===== src/rtl/fetch_stage.sv =====
// PC generation and instruction fetch for the 5-stage MIPS core.
// Drives the synchronous inst SRAM (data returns one cycle after address)
// and holds the IF/ID register feeding the decoder.
module fetch_stage #(
  parameter logic [31:0] RESET_PC = 32'hBFC00000
) (
  input  logic        clk,
  input  logic        resetn,
  input  logic        stall,
  input  logic        flush,
  input  logic [31:0] flush_pc,
  input  logic        br_taken,
  input  logic [31:0] br_target,
  input  logic        dec_in_delayslot,
  output logic        inst_sram_en,
  output logic [3:0]  inst_sram_wen,
  output logic [31:0] inst_sram_addr,
  output logic [31:0] inst_sram_wdata,
  input  logic [31:0] inst_sram_rdata,
  output logic        id_valid,
  output logic [31:0] id_pc,
  output logic [31:0] id_inst,
  output logic        id_in_delayslot,
  output logic        id_adel,
  output logic [31:0] if_pc
);

  logic [31:0] pc_q, npc;
  logic        if_valid_q;

  logic        id_valid_q, id_valid_d;
  logic [31:0] id_pc_q, id_pc_d;
  logic [31:0] id_inst_q, id_inst_d;
  logic        id_ds_q, id_ds_d;
  logic        id_adel_q, id_adel_d;
  logic        if_adel;

  // Next-PC select. Stall re-issues pc_q so rdata is still valid for the
  // held IF slot once the stall lifts. br_taken only counts with a real
  // instruction in ID.
  always_comb begin
    npc = pc_q + 32'd4;
    if (flush)                       npc = flush_pc;
    else if (!if_valid_q)            npc = RESET_PC;
    else if (stall)                  npc = pc_q;
    else if (br_taken && id_valid_q) npc = br_target;
  end

  assign inst_sram_addr  = npc;
  assign inst_sram_en    = resetn && (npc[1:0] == 2'b00);
  assign inst_sram_wen   = 4'b0000;
  assign inst_sram_wdata = 32'd0;
  assign if_pc           = pc_q;

  assign if_adel = if_valid_q && (pc_q[1:0] != 2'b00);

  // IF/ID next state: flush kills, stall holds, else capture the IF slot.
  // The delay slot is captured regardless of br_taken.
  always_comb begin
    id_valid_d = id_valid_q;
    id_pc_d    = id_pc_q;
    id_inst_d  = id_inst_q;
    id_ds_d    = id_ds_q;
    id_adel_d  = id_adel_q;
    if (flush) begin
      id_valid_d = 1'b0;
      id_inst_d  = 32'd0;
      id_ds_d    = 1'b0;
      id_adel_d  = 1'b0;
    end else if (!stall) begin
      id_valid_d = if_valid_q;
      id_pc_d    = pc_q;
      id_adel_d  = if_adel;
      id_inst_d  = (if_adel || !if_valid_q) ? 32'd0 : inst_sram_rdata;
      id_ds_d    = id_valid_q && dec_in_delayslot;
    end
  end

  // PC and IF/ID state registers, cleared asynchronously on reset.
  always_ff @(posedge clk or negedge resetn) begin
    if (!resetn) begin
      pc_q       <= RESET_PC;
      if_valid_q <= 1'b0;
      id_valid_q <= 1'b0;
      id_pc_q    <= 32'd0;
      id_inst_q  <= 32'd0;
      id_ds_q    <= 1'b0;
      id_adel_q  <= 1'b0;
    end else begin
      pc_q       <= npc;
      if_valid_q <= 1'b1;
      id_valid_q <= id_valid_d;
      id_pc_q    <= id_pc_d;
      id_inst_q  <= id_inst_d;
      id_ds_q    <= id_ds_d;
      id_adel_q  <= id_adel_d;
    end
  end

  assign id_valid        = id_valid_q;
  assign id_pc           = id_pc_q;
  assign id_inst         = id_inst_q;
  assign id_in_delayslot = id_ds_q;
  assign id_adel         = id_adel_q;

endmodule

===== config.mk =====
export PLATFORM = sky130hd
export DESIGN_NAME = fetch_stage
export DESIGN_NICKNAME = d
export VERILOG_FILES = /design/src/rtl/fetch_stage.sv
export SDC_FILE = /design/constraint.sdc
export NUM_CORES = 1
export LEC_CHECK = 0
export BUFFER_PORTS_ARGS = -buffer_cell sky130_fd_sc_hd__buf_2
export CAP_MARGIN = 20
export CORE_UTILIZATION = 41
export CTS_BUF_LIST = sky130_fd_sc_hd__clkbuf_8 sky130_fd_sc_hd__clkbuf_16
export CTS_CLUSTER_DIAMETER = 30
export DETAILED_ROUTE_END_ITERATION = 12
export GPL_TIMING_DRIVEN = 1
export PLACE_DENSITY = 0.74
export SYNTH_ARGS = -nofsm -noshare
export SYNTH_HDL_FRONTEND = slang
export SYNTH_SLANG_ARGS = --single-unit

===== constraint.sdc =====
create_clock -name clk -period 1.8 [get_ports clk]
set_clock_uncertainty 0.15 [all_clocks]
set_input_delay 0.09 -clock clk [delete_from_list [all_inputs] [get_ports clk]]
set_output_delay 0.09 -clock clk [all_outputs]
set_load 0.01 [all_outputs]

==> flow_metrics.env, run 1 <==
export IMPL_cp_slowest_stage_delay_ns=0.42
export IMPL_ir_drop_uv=490
export IMPL_status="complete, but fails checks"
export IMPL_cts_sinks=100
export IMPL_wl_per_cell_um=20.1
export IMPL_end_kind="output pin"
export IMPL_slew_headroom=0.521
export IMPL_setup_slack_ns=-0.684
export IMPL_hold_path_class="input pin to register"
export IMPL_max_freq_mhz=403
export IMPL_violations="setup timing"
export IMPL_route_detailed_drc=0
export IMPL_regArea_sq_um=2520
export IMPL_grt_pass1_wl_um=30700
export IMPL_core_area_sq_um=12100
export IMPL_ys_ff_latch=100
export IMPL_hold_violations=0
export IMPL_cp_required_ns=1.56
export IMPL_die_x_um=114
export IMPL_ys_flop_type="dfrtp_1"
export IMPL_cp_start_kind="register"
export IMPL_slowest_stage="dfrtp_1"
export IMPL_area_delta_synth_final_pct=75.1
export IMPL_gr_usage_all_layers=0.314
export IMPL_clk_latency_ns=0.35
export IMPL_crit_chain="buf_6 > nand4_1 > buf_4 > nor2_4 > buf_4 > a311oi_4 > a2111oi_4 > a21o_1 > buf_2"
export IMPL_portBuffers=233
export IMPL_worstPathMaxFanout=3
export IMPL_drv_cap=0
export IMPL_tightest_slew_ns=0.717
export IMPL_total_power_mw=6.37
export IMPL_rows=40
export IMPL_async_flop_share=1.00
export IMPL_start_util=0.424
export IMPL_drive_gt1_frac=0.561
export IMPL_ant_nets=0
export IMPL_io_pins=270
export IMPL_finalMaxSlewViolations=0
export IMPL_die_h_um=114
export IMPL_path_common_cell="buf_4"
export IMPL_ys_types=51
export IMPL_finalWeightedCongestion=0.869
export IMPL_grt_max_degree=101
export IMPL_die_area_sq_um=13000
export IMPL_fin_nets=1017
export IMPL_cp_arrival_ns=2.24
export IMPL_via_count=5962
export IMPL_antenna_found_initial=0
export IMPL_cts_tree="done"
export IMPL_drtIter0Drc=457
export IMPL_cts_buffers=9
export IMPL_crit_type="register to output pin"
export IMPL_multi_input_area_sq_um=2970
export IMPL_rsz0062_at_grt="yes"
export IMPL_synth_cells=507
export IMPL_powerDensity_nw_per_um2=708
export IMPL_crit_family="buffers and inverters"
export IMPL_path_clk_slew_ns=0.07
export IMPL_power_leakage_nw=4.52
export IMPL_grt_pass1_vias=5755
export IMPL_first_pass_iters=5
export IMPL_clock_path_buffers=2
export IMPL_h_tree_depth=3
export IMPL_synth_area_per_cell_sq_um=10.1
export IMPL_drt_total_wl_um=21800
export IMPL_viasPerCell=5.48
export IMPL_dp_hpwl_um=13300
export IMPL_syn_area_sq_um=5140
export IMPL_timing_final_crit_share=1.38
export IMPL_setup_viol=57
export IMPL_seq_area_frac_synth=0.489
export IMPL_final_common_cell="buf_2"
export IMPL_cts_root_buf="clkbuf_16"
export IMPL_antenna_cells=0
export IMPL_final_cell_mix="227 x buf_2, 103 x buf_4, 88 x dfrtp_1"
export IMPL_path_buf_inv=4
export IMPL_grt_remaining_overflow=0
export IMPL_synth_edf_count=0
export IMPL_finish_utilization=0.743
export IMPL_yosysWarningCount=0
export IMPL_fill_cells=818
export IMPL_finalCriticalPeriod_ns=2.48
[per-stage QoR]
step | TNS (ns) | instance area, sq um | hold WS, ns | setup WS [ns] | cells
finish | -21.18 | 9000 | 0.0241 | -0.684 | 1087
global route | -25.32 | 9000 | 0.0447 | -0.787 | 1087
CTS | -19.65 | 8400 | 0.0151 | -0.678 | 1067
detailed placement | -9.78 | 7080 | 0.132 | -0.393 | 964
global placement | -4.96 | 7080 | 0.126 | -0.277 | 964
floorplan | -2.02 | 5370 | -0.356 | -0.190 | 542
[worst register-to-register path: stages, from the launching register on]
cell      delay [ns]
dfrtp_1         0.42
buf_6           0.12
nand4_1         0.19
buf_6           0.21
nor3_4          0.18
nand3_1         0.14
mux2i_1         0.15
o311ai_2        0.28
buf_4           0.17
buf_4           0.09
[cell families after synthesis]
kind of cell / Yosys count / synth area share
buf+inv: 75 / 0.0827
compound gates: 136 / 0.184
simple gates: 147 / 0.142
other cells: 2 / 0.00146
fa+ha+maj: 1 / 0.00243
flops: 100 / 0.489
mux: 46 / 0.0976
[worst paths after layout]
check / startpoint / endpoint / slack, ns / cells past startpoint
min in group asynchronous: resetn / if_pc[12] / 0.27 / 3
max in group asynchronous: resetn / id_pc[4] / 0.82 / 3
worst min register to register: id_pc[31] / id_pc[31] / 0.35 / 1
worst max-delay path: if_pc[3] / inst_sram_addr[11] / -0.68 / 9
worst max register to register: if_pc[3] / if_pc[17] / -0.35 / 9
worst min-delay path: br_target[29] / if_pc[29] / 0.02 / 5
[synth_stat cells (9+ instances only)]
| library cell | instances | area share |
|---|---|---|
| dfrtp_1 | 91 | 0.44 |
| nand2_1 | 41 | 0.030 |
| nor2_1 | 39 | 0.028 |
| buf_4 | 36 | 0.053 |
| a22o_1 | 33 | 0.056 |
| mux2_2 | 33 | 0.072 |
| a21oi_1 | 31 | 0.030 |
| clkbuf_1 | 21 | 0.015 |
| o21ai_0 | 16 | 0.016 |
| nand3_1 | 15 | 0.015 |
| and3_1 | 13 | 0.016 |
| mux2i_1 | 13 | 0.025 |
| o22ai_1 | 10 | 0.012 |
| dfstp_2 | 9 | 0.046 |
[registers in the layout, indices dropped and copies added (netlist names)]
register         cells
if_valid_q           1
if_pc               32
id_adel              1
id_valid             1
id_pc               32
id_inst             32
id_in_delayslot      1
[final cells by class]
class | count | area share
Clock inverter | 6 | 0.00528
Clock buffer | 10 | 0.0266
Multi-Input combinational cell | 367 | 0.330
Timing Repair Buffer | 429 | 0.332
Tap cell | 168 | 0.0234
Inverter | 7 | 0.00292
Sequential cell | 100 | 0.280
[routing by layer]
| metal | wire length (um) | up-vias | GRT usage |
|---|---|---|---|
| met5 | 0 | - | 0 |
| met4 | 562 | 0 | 0.117 |
| met3 | 1610 | 47 | 0.0611 |
| met2 | 11200 | 344 | 0.556 |
| met1 | 8520 | 2964 | 0.378 |
| li1 | - | 2607 | - |
[timing repair]
item / 4_1_cts / 5_1_grt
gates cloned: 1 / 1
setup endpoints to repair: 57 / 62
hold buffers: 61 / 4
endpoints found under the hold margin: 149 / 4
buffers inserted: 26 / 30
pin swaps: 30 / 49
gates resized for setup: 55 / 93
[power by group]
group          internal, mW  total, mW  switching (mW)
Sequential             2.47       2.62           0.149
Clock                 0.990       1.94           0.948
Combinational         0.889       1.82           0.932
No activity file was read; power rests on OpenSTA's default activity.
==> run 2, diff against run 1 <==
BUFFER_PORTS_ARGS = default   (was -buffer_cell sky130_fd_sc_hd__buf_2)
CORE_ASPECT_RATIO = 0.7   (was default)
CORE_UTILIZATION = 50   (was 41)
DONT_BUFFER_PORTS = 1   (was default)
PLACE_DENSITY = 0.65   (was 0.74)
==> run 2 against run 1 <==
Effect of this change: the flow finishes with violations (hold timing, setup timing); cell area down 11%; setup slack better by 0.074 ns; core utilization up 7.5 points; clock power up 12%; flip-flop and latch count unchanged; combinational power down 26%; non-clock buffer count down 209.
==> flow_metrics.env, run 2 (synthesis results as in run 1) <==
export IMPL_holdWs_ns=-0.722
export IMPL_rows=30
export IMPL_final_area_sq_um=8050
export IMPL_via_count=5261
export IMPL_p_sw_mw=1.84
export IMPL_powerDensity_nw_per_um2=777
export IMPL_crit_family="simple AND/OR/NAND/NOR gates"
export IMPL_grt_pass1_vias=5002
export IMPL_cts_root_buf="clkbuf_16"
export IMPL_crit_type="register to output pin"
export IMPL_gr_usage_all_layers=0.355
export IMPL_drive_gt1_frac=0.410
export IMPL_path_clk_slew_ns=0.08
export IMPL_finalCriticalPeriod_ns=2.41
export IMPL_ant_nets=0
export IMPL_clk_latency_ns=0.35
export IMPL_grt_pass1_wl_um=27900
export IMPL_hold_violations=101
export IMPL_viasPerCell=6.28
export IMPL_max_freq_mhz=415
export IMPL_drv_cap=0
export IMPL_timing_final_crit_share=1.34
export IMPL_cp_required_ns=1.56
export IMPL_cts_sinks=100
export IMPL_hold_path_class="input pin to async pin"
export IMPL_die_x_um=123
export IMPL_end_kind="output pin"
export IMPL_drtIter0Drc=415
export IMPL_start_util=0.523
export IMPL_slowest_stage="or4_1"
export IMPL_core_area_sq_um=9830
export IMPL_rsz0062_at_grt="yes"
export IMPL_final_common_cell="buf_4"
export IMPL_seqPwrFrac=0.436
export IMPL_path_buf_inv=1
export IMPL_antenna_found_initial=0
export IMPL_combPwrFrac=0.215
export IMPL_swShare=0.295
export IMPL_grt_max_degree=102
export IMPL_finalMaxSlewViolations=0
export IMPL_first_pass_iters=5
export IMPL_clock_path_buffers=2
export IMPL_setup_viol=60
export IMPL_antenna_cells=0
export IMPL_area_delta_synth_final_pct=56.5
export IMPL_p_int_mw=4.41
export IMPL_portBuffers=0
export IMPL_crit_chain="ha_4 > buf_6 > nand3_4 > nor3_4 > a22oi_1 > or4_1 > nand3_2"
export IMPL_cts_buffers=9
export IMPL_wl_per_cell_um=24.3
export IMPL_die_h_um=86.8
export IMPL_final_cell_mix="103 x buf_4, 88 x dfrtp_1, 79 x dlygate4sd3_1"
export IMPL_cts_tree="done"
export IMPL_dp_hpwl_um=11000
export IMPL_h_tree_depth=3
export IMPL_finalWeightedCongestion=0.860
export IMPL_drt_total_wl_um=20400
export IMPL_p_clk_frac=0.349
export IMPL_power_leakage_nw=3.68
export IMPL_fin_nets=808
export IMPL_io_pins=270
export IMPL_ir_drop_uv=500
export IMPL_route_detailed_drc=0
export IMPL_setup_slack_ns=-0.610
export IMPL_violations="hold timing, setup timing"
export IMPL_status="complete, but fails checks"
export IMPL_cp_slowest_stage_delay_ns=0.52
export IMPL_die_area_sq_um=10700
export IMPL_cp_start_kind="register"
export IMPL_worstPathMaxFanout=4
export IMPL_cp_arrival_ns=2.17
export IMPL_slew_headroom=0.523
export IMPL_total_power_mw=6.25
export IMPL_placed_area_sq_um=5910
export IMPL_tightest_slew_ns=0.713
export IMPL_grt_remaining_overflow=0
## run 2: worst reg2reg max path, delay by kind of cell (launching register included)
family	cells	cell delay, ns
AO/OA/AOI/OAI	1	0.10
flip-flops	1	0.44
buffers and inverters	6	0.80
AND/OR/NAND/NOR	4	0.55
## run 2: path summary, 6_finish.rpt
path                           from            endpoint  slack, ns  cells past startpoint
max in group asynchronous    resetn           if_pc[23]       2.01                      0
hold / removal               resetn           if_pc[14]      -0.72                      0
setup / recovery           if_pc[3]  inst_sram_addr[14]      -0.61                      7
hold reg to reg            id_pc[2]            id_pc[2]       0.43                      1
min in group clk              stall            if_pc[8]      -0.02                      4
setup reg to reg           if_pc[2]           if_pc[23]      -0.31                     11
## run 2: cell type report
class | count | area (sq um)
clock buffers | 10 | 239
clock inverters | 6 | 93.8
fillers | 549 | 1790
inverters | 7 | 26.3
multi-input cells | 367 | 2920
flip-flops and latches | 100 | 2520
well taps | 128 | 160
repair buffers | 220 | 2090
## run 2: per-stage QoR
stage	setup TNS [ns]	std cells	util	setup slack, ns	hold slack [ns]
2_1_floorplan	-2.02	542	-	-0.190	-0.356
3_3_place_gp	-2.62	694	0.601	-0.200	-0.354
3_5_place_dp	-3.87	694	0.601	-0.226	-0.354
4_1_cts	-15.03	820	0.776	-0.529	-0.728
5_1_grt	-22.19	838	0.818	-0.663	-0.733
6_report	-17.86	838	0.818	-0.610	-0.722
## run 2: routing by layer
metal | up-vias | routed length (um) | track usage
li1 | 2207 | - | -
met5 | - | 0 | 0
met4 | 0 | 673 | 0.147
met2 | 363 | 9730 | 0.553
met1 | 2632 | 7710 | 0.450
met3 | 59 | 2270 | 0.128
## run 2: power by group through the flow
stage / registers (mW) / clock network, mW / logic (mW)
after global placement: 2.73 / 0 / 0.877
after global routing: 2.75 / 2.30 / 1.41
after CTS: 2.71 / 2.20 / 1.20
after detailed placement: 2.74 / 0 / 0.895
final: 2.73 / 2.18 / 1.34
after floorplan: 2.76 / 0 / 0.578
## run 2: what timing repair did
action,in CTS,in global routing
hold endpoints to repair,171,101
hold buffers,79,2
resized for setup,76,55
pin swaps,51,36
gates cloned,3,0
setup buffers,28,25
endpoints found under the setup margin,51,69
